### src/rtl/inst_decode_stage.sv
// Registered RV32/RV64 decode stage: splits the instruction into its fields,
// classifies the format, flags illegal encodings, sign-extends the immediate
// and carries the PC. Valid/ready on both sides, flush kills held and
// incoming work, and a saturating counter tallies accepted illegal words.
module inst_decode_stage #(
   parameter int XLEN  = 32,
   parameter int M_EXT = 0,
   parameter int CNT_W = 16
) (
   input  logic             clk,
   input  logic             rst_n,
   input  logic             flush,
   input  logic             in_valid,
   output logic             in_ready,
   input  logic [31:0]      in_instr,
   input  logic [XLEN-1:0]  in_pc,
   output logic             out_valid,
   input  logic             out_ready,
   output logic [XLEN-1:0]  out_pc,
   output logic [4:0]       rs1,
   output logic [4:0]       rs2,
   output logic [4:0]       rd,
   output logic [6:0]       opcode,
   output logic [2:0]       funct3,
   output logic [6:0]       funct7,
   output logic [XLEN-1:0]  imm,
   output logic [2:0]       instr_type,
   output logic             illegal,
   output logic [CNT_W-1:0] illegal_cnt
);

   localparam logic [2:0] TYPE_R   = 3'd0;
   localparam logic [2:0] TYPE_I   = 3'd1;
   localparam logic [2:0] TYPE_S   = 3'd2;
   localparam logic [2:0] TYPE_B   = 3'd3;
   localparam logic [2:0] TYPE_U   = 3'd4;
   localparam logic [2:0] TYPE_J   = 3'd5;
   localparam logic [2:0] TYPE_ILL = 3'd7;

   localparam bit IS_RV64 = (XLEN == 64);
   localparam bit HAS_M   = (M_EXT != 0);

   logic [6:0]      dec_opc;
   logic [2:0]      dec_f3;
   logic [6:0]      dec_f7;
   logic [2:0]      dec_type;
   logic [31:0]     dec_imm32;
   logic [XLEN-1:0] dec_imm;
   logic            accept;

   assign dec_opc = in_instr[6:0];
   assign dec_f3  = in_instr[14:12];
   assign dec_f7  = in_instr[31:25];

   // A new word can enter whenever the output slot is empty or being drained.
   assign in_ready = !out_valid || out_ready;
   assign accept   = in_valid && in_ready && !flush;

   // Format classification and 32-bit immediate assembly; anything not
   // matched below stays ILLEGAL with a zero immediate.
   always_comb begin
      dec_type  = TYPE_ILL;
      dec_imm32 = 32'h0;
      if (in_instr[1:0] == 2'b11 && in_instr != 32'h0) begin
         case (dec_opc)
            7'b0110011: begin
               if (dec_f7 == 7'b0000000 ||
                   (dec_f7 == 7'b0100000 && (dec_f3 == 3'b000 || dec_f3 == 3'b101)) ||
                   (HAS_M && dec_f7 == 7'b0000001))
                  dec_type = TYPE_R;
            end
            7'b0010011, 7'b0001111, 7'b1110011: begin
               dec_type  = TYPE_I;
               dec_imm32 = {{20{in_instr[31]}}, in_instr[31:20]};
            end
            7'b1100111: begin
               if (dec_f3 == 3'b000) begin
                  dec_type  = TYPE_I;
                  dec_imm32 = {{20{in_instr[31]}}, in_instr[31:20]};
               end
            end
            7'b0000011: begin
               // LD/LWU only exist on RV64; funct3=111 is never a load.
               if (dec_f3 != 3'b111 &&
                   (IS_RV64 || (dec_f3 != 3'b011 && dec_f3 != 3'b110))) begin
                  dec_type  = TYPE_I;
                  dec_imm32 = {{20{in_instr[31]}}, in_instr[31:20]};
               end
            end
            7'b0100011: begin
               if (dec_f3 < 3'b011 || (dec_f3 == 3'b011 && IS_RV64)) begin
                  dec_type  = TYPE_S;
                  dec_imm32 = {{20{in_instr[31]}}, in_instr[31:25], in_instr[11:7]};
               end
            end
            7'b1100011: begin
               if (dec_f3 != 3'b010 && dec_f3 != 3'b011) begin
                  dec_type  = TYPE_B;
                  dec_imm32 = {{19{in_instr[31]}}, in_instr[31], in_instr[7],
                               in_instr[30:25], in_instr[11:8], 1'b0};
               end
            end
            7'b0110111, 7'b0010111: begin
               dec_type  = TYPE_U;
               dec_imm32 = {in_instr[31:12], 12'h0};
            end
            7'b1101111: begin
               dec_type  = TYPE_J;
               dec_imm32 = {{11{in_instr[31]}}, in_instr[31], in_instr[19:12],
                            in_instr[20], in_instr[30:21], 1'b0};
            end
            default: begin
               dec_type  = TYPE_ILL;
               dec_imm32 = 32'h0;
            end
         endcase
      end
   end

   // Bit 31 of the assembled immediate fills the upper half on RV64.
   assign dec_imm = XLEN'($signed(dec_imm32));

   // Output slot: flush empties it, accept fills it, a drain with no refill empties it.
   always_ff @(posedge clk or negedge rst_n) begin
      if (!rst_n) begin
         out_valid <= 1'b0;
      end else if (flush) begin
         out_valid <= 1'b0;
      end else if (accept) begin
         out_valid <= 1'b1;
      end else if (out_ready) begin
         out_valid <= 1'b0;
      end
   end

   // Decoded bundle loads only on accept so it holds steady under backpressure.
   always_ff @(posedge clk or negedge rst_n) begin
      if (!rst_n) begin
         out_pc     <= '0;
         rs1        <= '0;
         rs2        <= '0;
         rd         <= '0;
         opcode     <= '0;
         funct3     <= '0;
         funct7     <= '0;
         imm        <= '0;
         instr_type <= '0;
         illegal    <= 1'b0;
      end else if (accept) begin
         out_pc     <= in_pc;
         rs1        <= in_instr[19:15];
         rs2        <= in_instr[24:20];
         rd         <= in_instr[11:7];
         opcode     <= dec_opc;
         funct3     <= dec_f3;
         funct7     <= dec_f7;
         imm        <= dec_imm;
         instr_type <= dec_type;
         illegal    <= (dec_type == TYPE_ILL);
      end
   end

   // Debug tally of accepted illegal words, pinned at all-ones once full.
   always_ff @(posedge clk or negedge rst_n) begin
      if (!rst_n) begin
         illegal_cnt <= '0;
      end else if (accept && dec_type == TYPE_ILL && !(&illegal_cnt)) begin
         illegal_cnt <= illegal_cnt + 1'b1;
      end
   end

endmodule

### config.mk
export PLATFORM = sky130hd
export DESIGN_NAME = inst_decode_stage
export DESIGN_NICKNAME = d
export VERILOG_FILES = /design/src/rtl/inst_decode_stage.sv
export SDC_FILE = /design/constraint.sdc
export NUM_CORES = 1
export LEC_CHECK = 0
export CAP_MARGIN = 20
export CORE_MARGIN = 2
export CORE_UTILIZATION = 40
export DETAILED_ROUTE_END_ITERATION = 12
export PLACE_DENSITY = 0.76
export SYNTH_ARGS = -nofsm -noshare
export SYNTH_HDL_FRONTEND = slang
export SYNTH_SLANG_ARGS = --single-unit
### constraint.sdc
create_clock -name clk -period 1.6 [get_ports clk]
set_input_delay 0.4 -clock clk [delete_from_list [all_inputs] [get_ports clk]]
set_output_delay 0.4 -clock clk [all_outputs]
set_load 0.02 [all_outputs]
==> qor.txt, run 1 <==
Num Clock Sinks - 117
IO Pins - 187
nets - 889
Most Frequent Cell on Critical Path - a21oi_4
Synth top cells by count - nand2_1 (207), dfrtp_1 (117), a221o_1 (23)
Max IR drop VDD - 0.707 mV
RSZ-0062 raised after global routing - yes
Critical Path End Type - flop
wire per inst - 18.1 um
final slew viol count - 0
Critical Path RT - 1890 ps
post-synthesis sequential area ratio - 0.581
Final Non-Filler Cells - 1000
largest net degree at the start of global routing - 51
switching power - 2.67 mW
critical path's largest stage delay - 510 ps
starting density of the core - 0.414
first-pass GRT wire length - 26.6 mm
EDFF count, synth - 0
initial antenna violation count - 0
# diodes - 0
status - finished with violations
aggregate global routing overflow - 0
WP buf/inv - 2
Hold WS - 299 ps
Final Setup Violations - 52
CTS tree - done
Rows - 40
WS Path Type - in -> reg
Worst-path clk slew - 50 ps
die boundary width - 116 um
critical path cell sequence - buf_6, nand4bb_4, or4_4, o31ai_4, a21oi_4, a21oi_4, buf_4, mux2_4
final WL - 18.1 mm
PwrDens - 1040 nW/um^2
logic depth of the worst setup path including buffers - 8
core area - 12200 um^2
chip height - 116 um
critical path peak fanout - 3
post-synthesis cell count - 518
CP Launch Type - primary input
Max Root-Sink Buffers - 2
synth warn - 0
Primary FF master, synth - dfrtp_1
vias in the first global route - 5218
vias per inst - 5.16
Final HPWL DP - 11.6 mm
# DRC - 0
final hold violation count - 0
cell-internal power - 6.59 mW
dominant cell type by area after synthesis - dfrtp_1
syn avg cell area - 9.73 um^2
setup slack after layout - -305 ps
worst-margin pin slew - 467 ps
WHS Path Cells - 4
Comb pwr share - 0.234
most frequent cell after synthesis - nand2_1
Die ar. - 13500 um^2
Post-synth ARST share - 1.00
post-synth cell types - 59
H-tree Lvls - 4
remaining antenna violation count - 0
sequential cell fraction of total power - 0.373
f_max - 525 MHz
cell family with most CP delay - simple AND/OR/NAND/NOR gates
overall routing resource usage - 0.258
layout cells sized above 1 - 0.297
setup slack, reg-to-reg - -220 ps
TNS Setup - -9040 ps
Rel. slew slack - 0.687
CP Data Arrival Time - 2200 ps
Clock power frac - 0.394
total CTS buffers - 17
period utilization - 1.19
minimum clock period - 1910 ps
Placed Cells incl. Taps - 932
Worst Reg-to-Reg Cells - 8
Hold/Removal Path Class - in -> reg
routed via count - 5158
clock insertion delay at the later pin of the skew report - 410 ps
skew final - 5.32 ps
Post-Syn Nets - 588
RD Place Congestion - 0.860
detailed router's first-iteration violation count - 295
violations in the final reports - negative setup slack
TritonRoute pass-1 iters - 5
Buffers on Ports - 186
area grow syn2layout - 77.0%
Post-Syn Area - 5040 um^2
Critical-path top delay cell - or4_4
Synth area leaders - dfrtp_1 (58%), nand2_1 (15%), a221o_1 (4.6%)
Yosys reg bits - 117
Leakage - 4.58 nW
Sw Ratio - 0.288
# fillers - 868
Root Driver - clkbuf_16
post-synth top area share - 0.581
max cap viols - 0
==> final timing paths <==
| check | end | start |
|---|---|---|
| min | opcode[0]$_DFFE_PN0P_ | in_instr[0] |
| max | illegal_cnt[1]$_DFFE_PN0P_ | in_instr[3] |
| max in group asynchronous | illegal_cnt[14]$_DFFE_PN0P_ | rst_n |
| min in group asynchronous | illegal_cnt[11]$_DFFE_PN0P_ | rst_n |
| min reg2reg | rd[4]$_DFFE_PN0P_ | rd[4]$_DFFE_PN0P_ |
| max reg2reg | illegal_cnt[1]$_DFFE_PN0P_ | illegal_cnt[0]$_DFFE_PN0P_ |
==> timing repair <==
| action | 4_1_cts | 5_1_grt |
|---|---|---|
| buffers inserted | 19 | 12 |
| pin swaps | 32 | 27 |
| endpoints found under the setup margin | 223 | 107 |
| gates resized for setup | 281 | 58 |
| hold buffers | 1 | 0 |
| cloned | 4 | 6 |
| endpoints found under the hold margin | 25 | 0 |
==> cell families after synthesis <==
group                      synth area share
and+or+nand+nor                       0.240
DFF                                   0.581
buffers and inverters                0.0315
xor gates and xnor gates             0.0243
adders and majority gates           0.00248
muxes                               0.00646
AOI/OAI and AO/OA                     0.114
==> flip-flops by register name, indices dropped and copies added (netlist names) <==
signal,count
instr_type,3
rs1,5
imm,32
rd,5
out_pc,32
funct7,7
illegal_cnt,16
illegal,1
rs2,5
out_valid,1
opcode,7
funct3,3
==> final cells by class <==
type | instances | area, um^2 | area share
tap | 168 | 210 | 0.0236
clock inverter | 9 | 103 | 0.0115
inverter | 7 | 28.8 | 0.00323
sequential | 117 | 2930 | 0.329
multi-input combinational | 368 | 2310 | 0.259
timing repair buffer | 308 | 2870 | 0.322
clock buffer | 23 | 468 | 0.0525
==> power by group through the flow <==
stage               logic [mW]  registers, mW  clock network [mW]
floorplan                0.471           3.94                   0
global placement          2.14           3.49                   0
detailed placement        2.18           3.51                   0
CTS                       2.08           3.45                3.71
global route              2.31           3.48                3.86
finish                    2.16           3.45                3.65
==> through the flow <==
step | cell area [um^2] | util | power [mW] | setup WS, ps
3_3_place_gp | 7740 | 0.637 | 5.63 | -1150
5_1_grt | 8920 | 0.733 | 9.66 | -337
6_report | 8920 | 0.733 | 9.27 | -305
3_5_place_dp | 7740 | 0.637 | 5.68 | -1150
2_1_floorplan | 5160 | - | 4.41 | -455
4_1_cts | 8660 | 0.712 | 9.24 | -336
==> worst register-to-register path: cells and delay by family (launching register included) <==
kind                       cells  cell delay [ps]
adders and majority gates      1              200
muxes                          1              290
buffers and inverters          1              150
DFF                            1              370
and+or+nand+nor                3              440
AOI/OAI and AO/OA              2              250
==> per-layer routing <==
metal	share of wire	vias to the layer above	track usage	routed length, um
met3	0.054	40	0.0514	979
met1	0.40	2533	0.308	7300
met4	0.027	0	0.102	480
met5	0	-	0	0
li1	-	2390	-	-
met2	0.52	195	0.457	9340
==> placed cells by master, fill, tap and decap left out, types with 4 or more instances in the layout <==
| master | instances |
|---|---|
| nand2_2 | 5 |
| nor2_1 | 10 |
| clkbuf_1 | 4 |
| nand3_2 | 4 |
| nand3_1 | 4 |
| buf_4 | 83 |
| xnor2_1 | 12 |
| inv_1 | 4 |
| clkbuf_2 | 4 |
| dlygate4sd2_1 | 108 |
| clkinv_2 | 4 |
| a221o_1 | 23 |
| clkbuf_16 | 21 |
| o21ai_2 | 9 |
| o21ai_0 | 5 |
| buf_2 | 14 |
| nand4_1 | 8 |
| buf_6 | 29 |
| a21oi_1 | 5 |
| and2_1 | 5 |
| nor3_4 | 4 |
| buf_12 | 7 |
| clkdlybuf4s50_1 | 49 |
| dfrtp_1 | 115 |
| nand2_1 | 200 |
Power figures use the tool's default switching activity.
==> inputs of run 2 (changes only) <==
--- a/config.mk
+++ b/config.mk
@@ -5,7 +5,6 @@
 export SDC_FILE = /design/constraint.sdc
 export NUM_CORES = 1
 export LEC_CHECK = 0
-export CAP_MARGIN = 20
 export CORE_MARGIN = 2
 export CORE_UTILIZATION = 40
 export DETAILED_ROUTE_END_ITERATION = 12
==> results of run 2 <==
Final layout, timing and power as in run 1 (identical DEF).
